### src/rtl/cpu_timer_irq.sv
// cpu_timer_irq: memory-mapped 16-bit countdown timer with IRQ.
// Synchronous read port (data one cycle after address), 65C02 bus.
module cpu_timer_irq #(
  parameter logic [15:0] BASE = 16'hFE00,
  parameter logic [7:0]  ID   = 8'hC7
) (
  input  logic        clk,
  input  logic        RST_n,
  input  logic [15:0] AD,
  input  logic [7:0]  DO,
  input  logic        WE,
  input  logic        RDY,
  output logic [7:0]  RD,
  output logic        rd_sel,
  output logic        IRQ
);

  localparam logic [2:0] OFF_CNT_L = 3'd0;
  localparam logic [2:0] OFF_CNT_H = 3'd1;
  localparam logic [2:0] OFF_LAT_L = 3'd2;
  localparam logic [2:0] OFF_LAT_H = 3'd3;
  localparam logic [2:0] OFF_CTRL  = 3'd4;
  localparam logic [2:0] OFF_STAT  = 3'd5;
  localparam logic [2:0] OFF_PRESC = 3'd6;
  localparam logic [2:0] OFF_ID    = 3'd7;

  logic        sel;
  logic        wr;
  logic        rd;
  logic [2:0]  off;

  logic [15:0] cnt;
  logic [15:0] lat;
  logic [2:0]  ctrl;
  logic        irq_flag;
  logic [7:0]  presc;
  logic [7:0]  pcnt;
  logic [7:0]  hold;

  logic        wr_lat_lo;
  logic        wr_lat_hi;
  logic        wr_ctrl;
  logic        wr_stat;
  logic        wr_presc;
  logic        load;
  logic        tick;
  logic        unf;
  logic [7:0]  rdata;

  logic        en;
  logic        cont;
  logic        ie;

  assign en   = ctrl[0];
  assign cont = ctrl[1];
  assign ie   = ctrl[2];

  assign off = AD[2:0];
  assign sel = (AD[15:3] == BASE[15:3]) & RDY;
  assign wr  = sel & WE;
  assign rd  = sel & ~WE;

  assign wr_lat_lo = wr & ((off == OFF_CNT_L) | (off == OFF_LAT_L));
  assign wr_lat_hi = wr & ((off == OFF_CNT_H) | (off == OFF_LAT_H));
  assign wr_ctrl   = wr & (off == OFF_CTRL);
  assign wr_stat   = wr & (off == OFF_STAT);
  assign wr_presc  = wr & (off == OFF_PRESC);

  // A counter load takes priority over any tick in the same cycle.
  assign load = wr & (off == OFF_CNT_H);
  assign tick = en & (pcnt == presc) & ~load;
  assign unf  = tick & (cnt == 16'h0000);

  assign IRQ = irq_flag & ie;

  // Prescaler: divides the clock by PRESC+1 while enabled.
  always_ff @(posedge clk or negedge RST_n) begin
    if (!RST_n) begin
      pcnt <= 8'h00;
    end else if (load) begin
      pcnt <= 8'h00;
    end else if (en) begin
      if (pcnt == presc) pcnt <= 8'h00;
      else               pcnt <= pcnt + 8'h01;
    end else begin
      pcnt <= 8'h00;
    end
  end

  // Main down-counter: load, decrement, reload or stop at zero.
  always_ff @(posedge clk or negedge RST_n) begin
    if (!RST_n) begin
      cnt <= 16'hFFFF;
    end else if (load) begin
      cnt <= {DO, lat[7:0]};
    end else if (tick) begin
      if (cnt != 16'h0000) cnt <= cnt - 16'h0001;
      else if (cont)       cnt <= lat;
      else                 cnt <= 16'h0000;
    end
  end

  // Reload latch; an underflow reload above sees the old value.
  always_ff @(posedge clk or negedge RST_n) begin
    if (!RST_n) begin
      lat <= 16'hFFFF;
    end else begin
      if (wr_lat_lo) lat[7:0]  <= DO;
      if (wr_lat_hi) lat[15:8] <= DO;
    end
  end

  // Control: explicit write beats load-enable and one-shot stop.
  always_ff @(posedge clk or negedge RST_n) begin
    if (!RST_n) begin
      ctrl <= 3'b000;
    end else if (wr_ctrl) begin
      ctrl <= DO[2:0];
    end else if (load) begin
      ctrl[0] <= 1'b1;
    end else if (unf && !cont) begin
      ctrl[0] <= 1'b0;
    end
  end

  // Interrupt flag: underflow set beats any clear.
  always_ff @(posedge clk or negedge RST_n) begin
    if (!RST_n) begin
      irq_flag <= 1'b0;
    end else if (unf) begin
      irq_flag <= 1'b1;
    end else if (load) begin
      irq_flag <= 1'b0;
    end else if (wr_stat && DO[0]) begin
      irq_flag <= 1'b0;
    end
  end

  // Prescaler reload value.
  always_ff @(posedge clk or negedge RST_n) begin
    if (!RST_n) begin
      presc <= 8'h00;
    end else if (wr_presc) begin
      presc <= DO;
    end
  end

  // Register read mux.
  always_comb begin
    rdata = 8'h00;
    unique case (off)
      OFF_CNT_L: rdata = cnt[7:0];
      OFF_CNT_H: rdata = hold;
      OFF_LAT_L: rdata = lat[7:0];
      OFF_LAT_H: rdata = lat[15:8];
      OFF_CTRL:  rdata = {5'b00000, ctrl};
      OFF_STAT:  rdata = {7'b0000000, irq_flag};
      OFF_PRESC: rdata = presc;
      OFF_ID:    rdata = ID;
      default:   rdata = 8'h00;
    endcase
  end

  // Registered read port; low-byte read snapshots the high byte.
  always_ff @(posedge clk or negedge RST_n) begin
    if (!RST_n) begin
      RD     <= 8'h00;
      rd_sel <= 1'b0;
      hold   <= 8'h00;
    end else if (rd) begin
      RD     <= rdata;
      rd_sel <= 1'b1;
      if (off == OFF_CNT_L) hold <= cnt[15:8];
    end else if (RDY) begin
      rd_sel <= 1'b0;
    end
  end

endmodule

### config.mk
export PLATFORM = sky130hd
export DESIGN_NAME = cpu_timer_irq
export DESIGN_NICKNAME = d
export VERILOG_FILES = /design/src/rtl/cpu_timer_irq.sv
export SDC_FILE = /design/constraint.sdc
export NUM_CORES = 1
export LEC_CHECK = 0
export CORE_UTILIZATION = 54
export DETAILED_ROUTE_END_ITERATION = 10
export PLACE_DENSITY = 0.76
export REMOVE_ABC_BUFFERS = 1
export SYNTH_ARGS = -nofsm -noshare
export SYNTH_HDL_FRONTEND = slang
export SYNTH_SLANG_ARGS = --single-unit
### constraint.sdc
create_clock -name clk -period 4.1 [get_ports clk]
set_clock_uncertainty 0.15 [all_clocks]
set_input_delay 0.41 -clock clk [delete_from_list [all_inputs] [get_ports clk]]
set_output_delay 0.41 -clock clk [all_outputs]
set_load 0.1 [all_outputs]
### After elaboration in Yosys (flattened, before gate mapping)

Index checks and enable logic that the tools add are counted.

| storage, ports and cells | value |
|---|---|
| input port bits | 28 |
| bits in read-only memories | 0 |
| register bits after elaboration | 69 |
| logic and storage cells | 66 |
| bits in writable memories | 0 |
| memories | 0 |
| latch bits | 0 |
| output and inout port bits | 10 |

| cells by class | value |
|---|---|
| reduce and logical (&&, ||, !) cells | 11 |
| $mul | 0 |
| $lt $le $gt $ge | 0 |
| bitwise gates (word level) | 17 |
| muxes and demuxes | 16 |
| $add $sub $neg | 2 |
| divide/modulo/power cells | 0 |
| shifts and indexed selects | 0 |
| eq/ne operators | 9 |

Operator list:

| cell | count |
|---|---|
| 16-bit two-way mux | 4 |
| 8-bit case mux with 8 select lines | 1 |
| 8-bit two-way mux | 3 |
| 16-bit logical NOT | 1 |
| 16-bit nonzero test | 1 |
| 16-bit by 1-bit subtractor with 16-bit output (second input constant) | 1 |
| 1-bit bitwise AND | 13 |
| 13-bit equality test (second input constant) | 1 |
| 3-bit equality test (second input constant) | 4 |
| 8-bit by 1-bit adder with 8-bit output (second input constant) | 1 |
| 8-bit equality test | 1 |
| 1-bit two-way mux | 8 |
| 3-bit by 2-bit equality test with 1-bit output (second input constant) | 2 |
| 3-bit nonzero test | 2 |
| 2-bit nonzero test | 2 |
| 3-bit by 1-bit equality test with 1-bit output (second input constant) | 1 |
| 3-bit logical NOT | 1 |
| 1-bit logical AND | 2 |
| 1-bit NOT | 2 |
| 1-bit OR | 2 |
| 2-bit AND reduction | 1 |
| 1-bit logical NOT | 1 |

### Longest topological paths before layout

| logic depth | value |
|---|---|
| depth in word-level cells | 11 |
| gate-level depth with buffers | 9 |
| depth with buffers taken out | 7 |

### Worst setup path before layout

Ideal clock, no wire load.

| path | value |
|---|---|
| path kind | input to register |
| from | in AD[4] |
| to | reg ctrl[2] |
| required time | 3825 ps |
| path slack | 1541 ps |
| library setup time | 125 ps |
| cell stages on the path | 4 |
| arrival time | 2284 ps |
| buffers on the path | 0 |
| cell sequence | or4_4 or4_4 or4_4 mux2_4 |

| on the way | value |
|---|---|
| longest elaborated chain between the ends | 4 |

RTL lines:

| what | RTL line | text |
|---|---|---|
| from (decl) | 9 | `input logic [15:0] AD,` |
| 13-bit equality test | 59 | `assign sel = (AD[15:3] == BASE[15:3]) & RDY;` |
| 1-bit bitwise AND | 59 |  |
| 1-bit bitwise AND | 60 | `assign wr = sel & WE;` |
| 1-bit bitwise AND | 65 | `assign wr_ctrl = wr & (off == OFF_CTRL);` |
| to (signal assigned) | 118 | `ctrl <= DO[2:0];` |
| to (decl) | 34 | `logic [2:0] ctrl;` |

Every way passes these cells.
A chain may end at the register's enable or synchronous reset.

### Worst setup path after layout

| path | value |
|---|---|
| from | reg cnt[10] |
| to | reg ctrl[0] |

| on the way | value |
|---|---|
| longest elaborated chain between the ends | 4 |

RTL lines:

| what | RTL line | text |
|---|---|---|
| from (decl) | 32 | `logic [15:0] cnt;` |
| from (signal assigned) | 95 | `cnt <= {DO, lat[7:0]};` |
| from (signal assigned) | 97 | `if (cnt != 16'h0000) cnt <= cnt - 16'h0001;` |
| from (signal assigned) | 98 | `else if (cont) cnt <= lat;` |
| 16-bit logical NOT | 72 | `assign unf = tick & (cnt == 16'h0000);` |
| 1-bit bitwise AND | 72 |  |
| 1-bit logical AND | 121 | `end else if (unf && !cont) begin` |
| 3-bit nonzero test (no source line) | n/a |  |

Every way passes these cells.

==> Flow_metrics.wiki <==
{| class="wikitable"
! Metric !! Value
|-
| Result of the run || completed
|-
| Top fanout value on the critical path || 14
|-
| Number of top-level pins || 38
|-
| Worst slew margin relative to its limit || approximately 33%
|-
| R2r endpoint || ctrl[0]$_DFFE_PN0P_
|-
| Share of the clock period used by the worst path || 70.5%
|-
| Share of the synthesized area in compound gates (AO/OA/AOI/OAI) || around 16%
|-
| Final Hold Fails || 0
|-
| Endpoints failing setup || 0
|-
| Launching element type of the critical path || flop
|-
| Power Internal || approximately 1 mW
|-
| Critical Path Slowest Stage Cell || nand4_1
|-
| Total CTS buffers || 9
|-
| Class of the worst hold path || input port to asynchronous set/reset pin
|-
| Number of warnings issued by yosys || 0
|-
| DRT Wirelength || 10.5 mm
|-
| Post-Syn Instances || 381
|-
| Max clock buf depth || 2
|-
| Mean area per synthesized cell || 10.2 sq um
|-
| Dominant register cell in the synthesized netlist || dfrtp_1
|-
| Via count of the first global-routing pass || 3,184
|-
| Beginning of the worst register-to-register path || cnt[10]$_DFFE_PN1P_
|-
| Critical path capture point type || flop
|-
| Async set or reset register ratio after synthesis || between 90% and 100%
|-
| Slew @ Worst Pin || 0.995 ns
|-
| Initial standard-cell utilization of the core || between 50% and 60%
|-
| Register-to-Register Setup Slack || 1.21 ns
|-
| Critical path required time || between 4 and 5 ns
|-
| Number of I/O port buffers || 37
|-
| Vias per Instance || approximately 6.3
|-
| Antenna-violating nets left || 0
|-
| Antenna violations before repair || 0
|-
| Post-synth EDFFs || 0
|-
| Relative contribution of combinational cells to total power || under 10%
|-
| Setup slack of the critical path after layout || between 1 and 1.5 ns
|-
| Setup repair after global routing missed its margin || false
|-
| Total of hold buffers inserted after clock tree synthesis || 0
|-
| First-pass DRT Iterations || 5
|-
| Switching power as a share of total power || 24.7%
|-
| Adder-cell share of the synthesized area || less than 1%
|-
| Flip-flop and latch count after synthesis || between 60 and 70
|-
| Fill cell total of the finished layout || approximately 570
|-
| Cell count along the critical path || 4
|-
| Clock latency at the later pin of the worst-skew pair || 0.35 ns
|-
| Share of final-layout standard cells stronger than drive strength 1 || 21.1%
|-
| Pin count of the biggest net entering global routing || between 40 and 50
|-
| Clock period minus worst slack || 2.89 ns
|-
| CTS tree || done
|-
| Post-CTS setup buffer count || 0
|-
| Level count of the clock H-tree || 3
|-
| Worst Path Buf+Inv || 0
|-
| Classification of the worst setup path || flop to flop
|-
| Final GP Congestion || about 0.9
|-
| Combined global-route utilization of all metal layers || between 20% and 30%
|-
| MaxCap Viol Count || 0
|-
| Die area || approximately 0.0075 sq mm
|-
| Fraction of synthesized cell area in xor and xnor cells || 4.75%
|-
| Global-route wire length before repair || 16.6 mm
|-
| Pwr Density || 295 mW/mm^2
|-
| Clock share of power || between 40% and 50%
|-
| Commonest cells after routing, fill and taps aside || dfrtp_1, clkdlybuf4s50_1, nor2_1
|-
| Multiplexer share of the synthesized area || ~12%
|-
| P&R area growth vs syn || 16.5%
|-
| Die Width || 86.7 um
|-
| Number of gates resized after cts || 0
|-
| Clk pin slew, worst setup/hold paths || ~0.080 ns
|-
| Number of DRC markers after the initial detailed-route iteration || about 250
|-
| Post-detailed-placement half-perimeter wirelength || around 7.6 mm
|-
| Cell depth of the worst flop-to-flop path || 4
|-
| Sequential power share || roughly half
|-
| N_diodes || 0
|-
| Kind of cell adding the most delay to the critical path || simple AND/OR/NAND/NOR gates
|-
| Worst voltage drop across the vdd grid || around 230 uV
|-
| Max-slew violation count || 0
|-
| Die Ht || between 80 and 90 um
|-
| Final #Nets || approximately 440
|-
| DRC violations left || 0
|-
| Final sum of negative setup slack || 0 ns
|-
| Net switching power || 0.329 mW
|-
| Core Area || 0.00687 sq mm
|-
| Main combinational cell family by area after synthesis || simple AND/OR/NAND/NOR gates
|-
| Detailed-route via count || about 3,300
|-
| Crit-path cells || nor3_1 > nand4_1 > o311ai_1 > o211ai_1
|-
| CP peak stage delay || between 0.7 and 0.8 ns
|-
| # clock sinks || just under 70
|-
| Root buf cell || clkbuf_8
|-
| Leak || 1.92 nW
|-
| Arr. time, crit path || roughly 3.0 ns
|-
| Simple-gate area share of the yosys netlist || between 10% and 20%
|-
| Proportion of synthesized chip area in sequential cells || 45.6%
|-
| Commonest non-fill, non-tap cell in the layout || dfrtp_1
|-
| Library cells used by synthesis || between 50 and 60
|-
| Worst-case setup slack after placement || between 1 and 1.5 ns
|-
| Post-synth design cell area || 0.00387 sq mm
|-
| Max frequency || around 350 MHz
|-
| Total gr overflow || 0
|-
| Number of core rows || 30
|-
| Routed wire length per instance || 20.4 um
|}
==> Yosys cell counts (3+ instances only) <==
| cell | number | share of area, % |
|---|---|---|
| dfrtp_1 | 37 | 24 |
| nor2_1 | 34 | 3.3 |
| dfstp_2 | 32 | 22 |
| nand2_1 | 26 | 2.5 |
| o21ai_0 | 23 | 3.0 |
| clkbuf_1 | 16 | 1.6 |
| a21oi_1 | 15 | 1.9 |
| mux2_2 | 14 | 4.1 |
| inv_1 | 13 | 1.3 |
| nand3_1 | 13 | 1.7 |
| xor2_1 | 13 | 2.9 |
| a31oi_1 | 9 | 1.5 |
| mux2i_1 | 8 | 2.1 |
| o31ai_1 | 8 | 1.6 |
| xnor2_1 | 8 | 1.8 |
| mux2_1 | 7 | 2.0 |
| mux2_4 | 7 | 2.7 |
| o22ai_1 | 7 | 1.1 |
| nand2b_1 | 6 | 0.97 |
| a221o_1 | 5 | 1.3 |
| and3_1 | 5 | 0.81 |
| nor3_1 | 5 | 0.65 |
| nor4_1 | 5 | 0.81 |
| or3_1 | 5 | 0.81 |
| nand4_1 | 4 | 0.65 |
| or4_1 | 4 | 0.78 |
| a2111oi_0 | 3 | 0.68 |
| a211o_1 | 3 | 0.68 |
| buf_1 | 3 | 0.29 |
| buf_2 | 3 | 0.39 |
| ha_1 | 3 | 0.97 |
| or4_4 | 3 | 0.87 |
==> sequential cells by signal (all words and copies together) (netlist names) <==
name,cells
lat,16
hold,8
pcnt,8
ctrl,3
RD,8
presc,8
irq_flag,1
rd_sel,1
cnt,16
==> worst max-delay path by stage <==
stage                              start                  end  slack (ns)
finish               cnt[10]$_DFFE_PN1P_  ctrl[0]$_DFFE_PN0P_        1.21
CTS                   cnt[0]$_DFFE_PN1P_  ctrl[0]$_DFFE_PN0P_        1.28
floorplan           presc[6]$_DFFE_PN0P_   cnt[7]$_DFFE_PN1P_        1.48
global placement                   AD[4]  lat[13]$_DFFE_PN1P_        1.04
detailed placement                 AD[4]  lat[10]$_DFFE_PN1P_        1.01
global route          cnt[0]$_DFFE_PN1P_  cnt[10]$_DFFE_PN1P_        1.08
==> power groups by stage <==
stage	sequential [mW]	clock, mW	combinational (mW)
2_1_floorplan	0.698	0	0.0235
3_3_place_gp	0.698	0	0.0840
3_5_place_dp	0.699	0	0.0848
4_1_cts	0.687	0.566	0.0852
5_1_grt	0.687	0.595	0.0932
6_report	0.687	0.561	0.0855
==> kinds of logic after synthesis <==
logic type	Yosys count
and+or+nand+nor	121
AOI/OAI and AO/OA	93
muxes	38
adders and majority gates	3
buffers and inverters	36
xor gates and xnor gates	21
DFF	69
==> per-layer routing <==
layer	part of all wire, %	track usage (%)
met3	7.6	6.38
met4	3.2	15.8
met2	47	47.2
met1	42	38.9
met5	0	0
==> per-stage QoR <==
stage / hold WS [ns] / cells / util [%] / total power, mW / area [sq um]
CTS: 0.0785 / 514 / 65.7 / 1.34 / 4510
detailed placement: 0.319 / 498 / 62.8 / 0.783 / 4310
global route: 0.125 / 514 / 65.7 / 1.37 / 4510
global placement: 0.317 / 498 / 62.8 / 0.782 / 4310
finish: 0.0627 / 514 / 65.7 / 1.33 / 4510
floorplan: -0.0356 / 358 / - / 0.722 / 3780
==> cell type report <==
| class | count | area (sq um) | share of cell area [%] |
|---|---|---|---|
| Multi-Input combinational cell | 276 | 1960 | 43.4 |
| Sequential cell | 69 | 1770 | 39.1 |
| Timing Repair Buffer | 44 | 418 | 9.26 |
| Clock buffer | 9 | 124 | 2.74 |
| Tap cell | 96 | 120 | 2.66 |
| Clock inverter | 7 | 75.1 | 1.66 |
| Inverter | 13 | 48.8 | 1.08 |
Power figures use the tool's default switching activity.
==> edit, RTL diff (same flow settings) <==
Register the output `IRQ`; this adds one clock of latency there. The other outputs are not delayed to match.
--- a/src/rtl/cpu_timer_irq.sv
+++ b/src/rtl/cpu_timer_irq.sv
@@ -71,7 +71,9 @@
   assign tick = en & (pcnt == presc) & ~load;
   assign unf  = tick & (cnt == 16'h0000);
 
-  assign IRQ = irq_flag & ie;
+  always_ff @(posedge clk) begin
+    IRQ <= irq_flag & ie;
+  end
 
   // Prescaler: divides the clock by PRESC+1 while enabled.
   always_ff @(posedge clk or negedge RST_n) begin
Check against the original RTL: not equivalent (Yosys sat finds a counterexample within 4 cycles, from zero or initial values and one cycle with RST_n low).
==> edit against the original RTL <==
Sequential cell count increased by 1. Final area increased by 0.78%. Via count increased by 0.58%. Sequential power increased by 1%. Maximum frequency increased by 1.5%. Setup slack improved by 0.044 ns. Clock power increased by 5.7%. Power increased by 3.2%. Wire length decreased by 4.2%. Synthesized area increased by 0.52%.
==> edit: results (changes against the original RTL) <==
grt:
  grt_pass1_vias: 3287  # was 3,184
  grt_pass1_wl_um: 16600  # about the same
  antenna_found_initial: 0  # unchanged
  grt_max_degree: 46  # was 43
  grt_use_total: 0.293  # was 0.299
cts:
  insertion_delay_ns: 0.34
  root_buffer: "clkbuf_8"  # unchanged
  clkSlewWorstSetupHoldPaths_ns: 0.07
  cts_max_level: 3  # unchanged
  clk_path_buf_depth: 2  # unchanged
setup_path:
  slowest_stage: "nand4_1"  # unchanged
  r2r_slack_ns: 1.25  # was 1.21 ns
  r2r_cells: 6  # was 4
  rr_startpoint: "cnt[0]"  # was cnt[10]
  critPathMaxStageDelay_ns: 0.70  # was 0.78 ns
  r2r_end: "cnt[10]"  # was ctrl[0]
  critPathMaxFanout: 14  # unchanged
finish:
  insertedDiodeCount: 0  # unchanged
  flops_and_latches: 70  # was 69
  nFillCells: 547  # was 566
  inverters_excl_clock: 13  # unchanged
  fin_util: 0.662  # was 0.657
  clock_buffer_count: 11  # was 9
  buffers_excl_clock: 45  # was 44
  clk_share: 0.0454  # was 0.0441
  final-nonclk-buf-share: 0.0935  # was 0.0926
  final_nets: 446  # was 444
  stdcell_count: 516  # was 514
  drive_gt1_frac: 0.207  # was 0.211
  reg.largest.list: "cnt x16, lat x16"  # unchanged
  multi_input_area_share: 0.431  # was 0.434
  seqCellArea_um2: 1790  # was 1770 um2
drt:
  via_per_inst: 6.34  # was 6.33
  post_drt_wl_per_cell_um: 19.5  # was 20.4 um
  drtIter0Drc: 336  # was 251
timing:
  whs_ns: 0.0733  # was 0.0627 ns
  relSlewSlack: 0.348  # was 0.334
  fmax_mhz: 351  # was 346 MHz
placement:
  gp_congestion: 0.899  # was 0.918
  post_dp_cell_area_um2: 4340  # was 4310 um2
  post-place-ws_ns: 0.995  # was 1.01 ns
  hpwl_um: 7140  # was 7570 um
  dpl.cell_count: 500  # was 498
power:
  ir_drop_uv: 220  # was 232 uV
  p_switching_mw: 0.304  # was 0.329 mW
  p_leak_nw: 1.95  # was 1.92 nW
yosys:
  ys_warn_count: 0  # unchanged
  synth_common_cells: "dfrtp_1, nor2_1, dfstp_2, nand2_1, o21ai_0"  # unchanged
  yosys-top-cells-area: "dfrtp_1, dfstp_2, mux2_2"  # unchanged
  avgSynthCellArea_um2: 10.2  # about the same
  ys_seq_area_frac: 0.459  # was 0.456
  synthDistinctLibCells: 58  # was 57
  async_reset_ff_frac: 0.986  # was 1.00
min_path:
  worstHoldPathType: "primary input to async pin"  # unchanged
outcome:
  status: "finished clean"  # unchanged
floorplanning:
  fp.dieArea_um2: 7550  # was 7520 um2
## edit: power groups by stage
stage          Combinational (mW)  Clock [mW]  Sequential [mW]
2_1_floorplan              0.0235           0            0.708
3_3_place_gp               0.0849           0            0.708
3_5_place_dp               0.0855           0            0.708
4_1_cts                    0.0859       0.601            0.696
5_1_grt                    0.0941       0.633            0.696
6_report                   0.0863       0.593            0.696
## edit: layer usage
| metal | global-route usage | share of wire | wire (um) | up-vias |
|---|---|---|---|---|
| met5 | 0 | 0 | 0 | - |
| met4 | 0.162 | 0.033 | 335 | 0 |
| li1 | - | - | - | 1476 |
| met2 | 0.462 | 0.46 | 4680 | 183 |
| met3 | 0.0540 | 0.076 | 764 | 30 |
| met1 | 0.382 | 0.43 | 4280 | 1582 |
## edit: critical path, delay by kind of cell, from the launching register on
kind / cells / cell delay [ns]
compound gates: 2 / 0.77
fa+ha+maj: 1 / 0.13
buf+inv: 1 / 0.09
flops: 1 / 0.42
simple gates: 2 / 1.21
## edit: worst max-delay path by stage
stage	end	start	cells after the start	slack, ns
CTS	cnt[10]	cnt[0]	6	1.27
detailed placement	lat[11]	AD[4]	5	0.99
global placement	lat[12]	AD[4]	5	1.04
floorplan	cnt[7]	presc[6]	5	1.48
global route	cnt[10]	cnt[0]	6	0.97
finish	cnt[10]	cnt[0]	6	1.25
## edit: cells by family after synthesis
kind of cell,synth area share
AND/OR/NAND/NOR,0.167
AO/OA/AOI/OAI,0.159
flip-flops,0.459
multiplexers,0.120
buffers and inverters,0.0376
XOR/XNOR,0.0472
adder cells (fa/ha/maj),0.00964
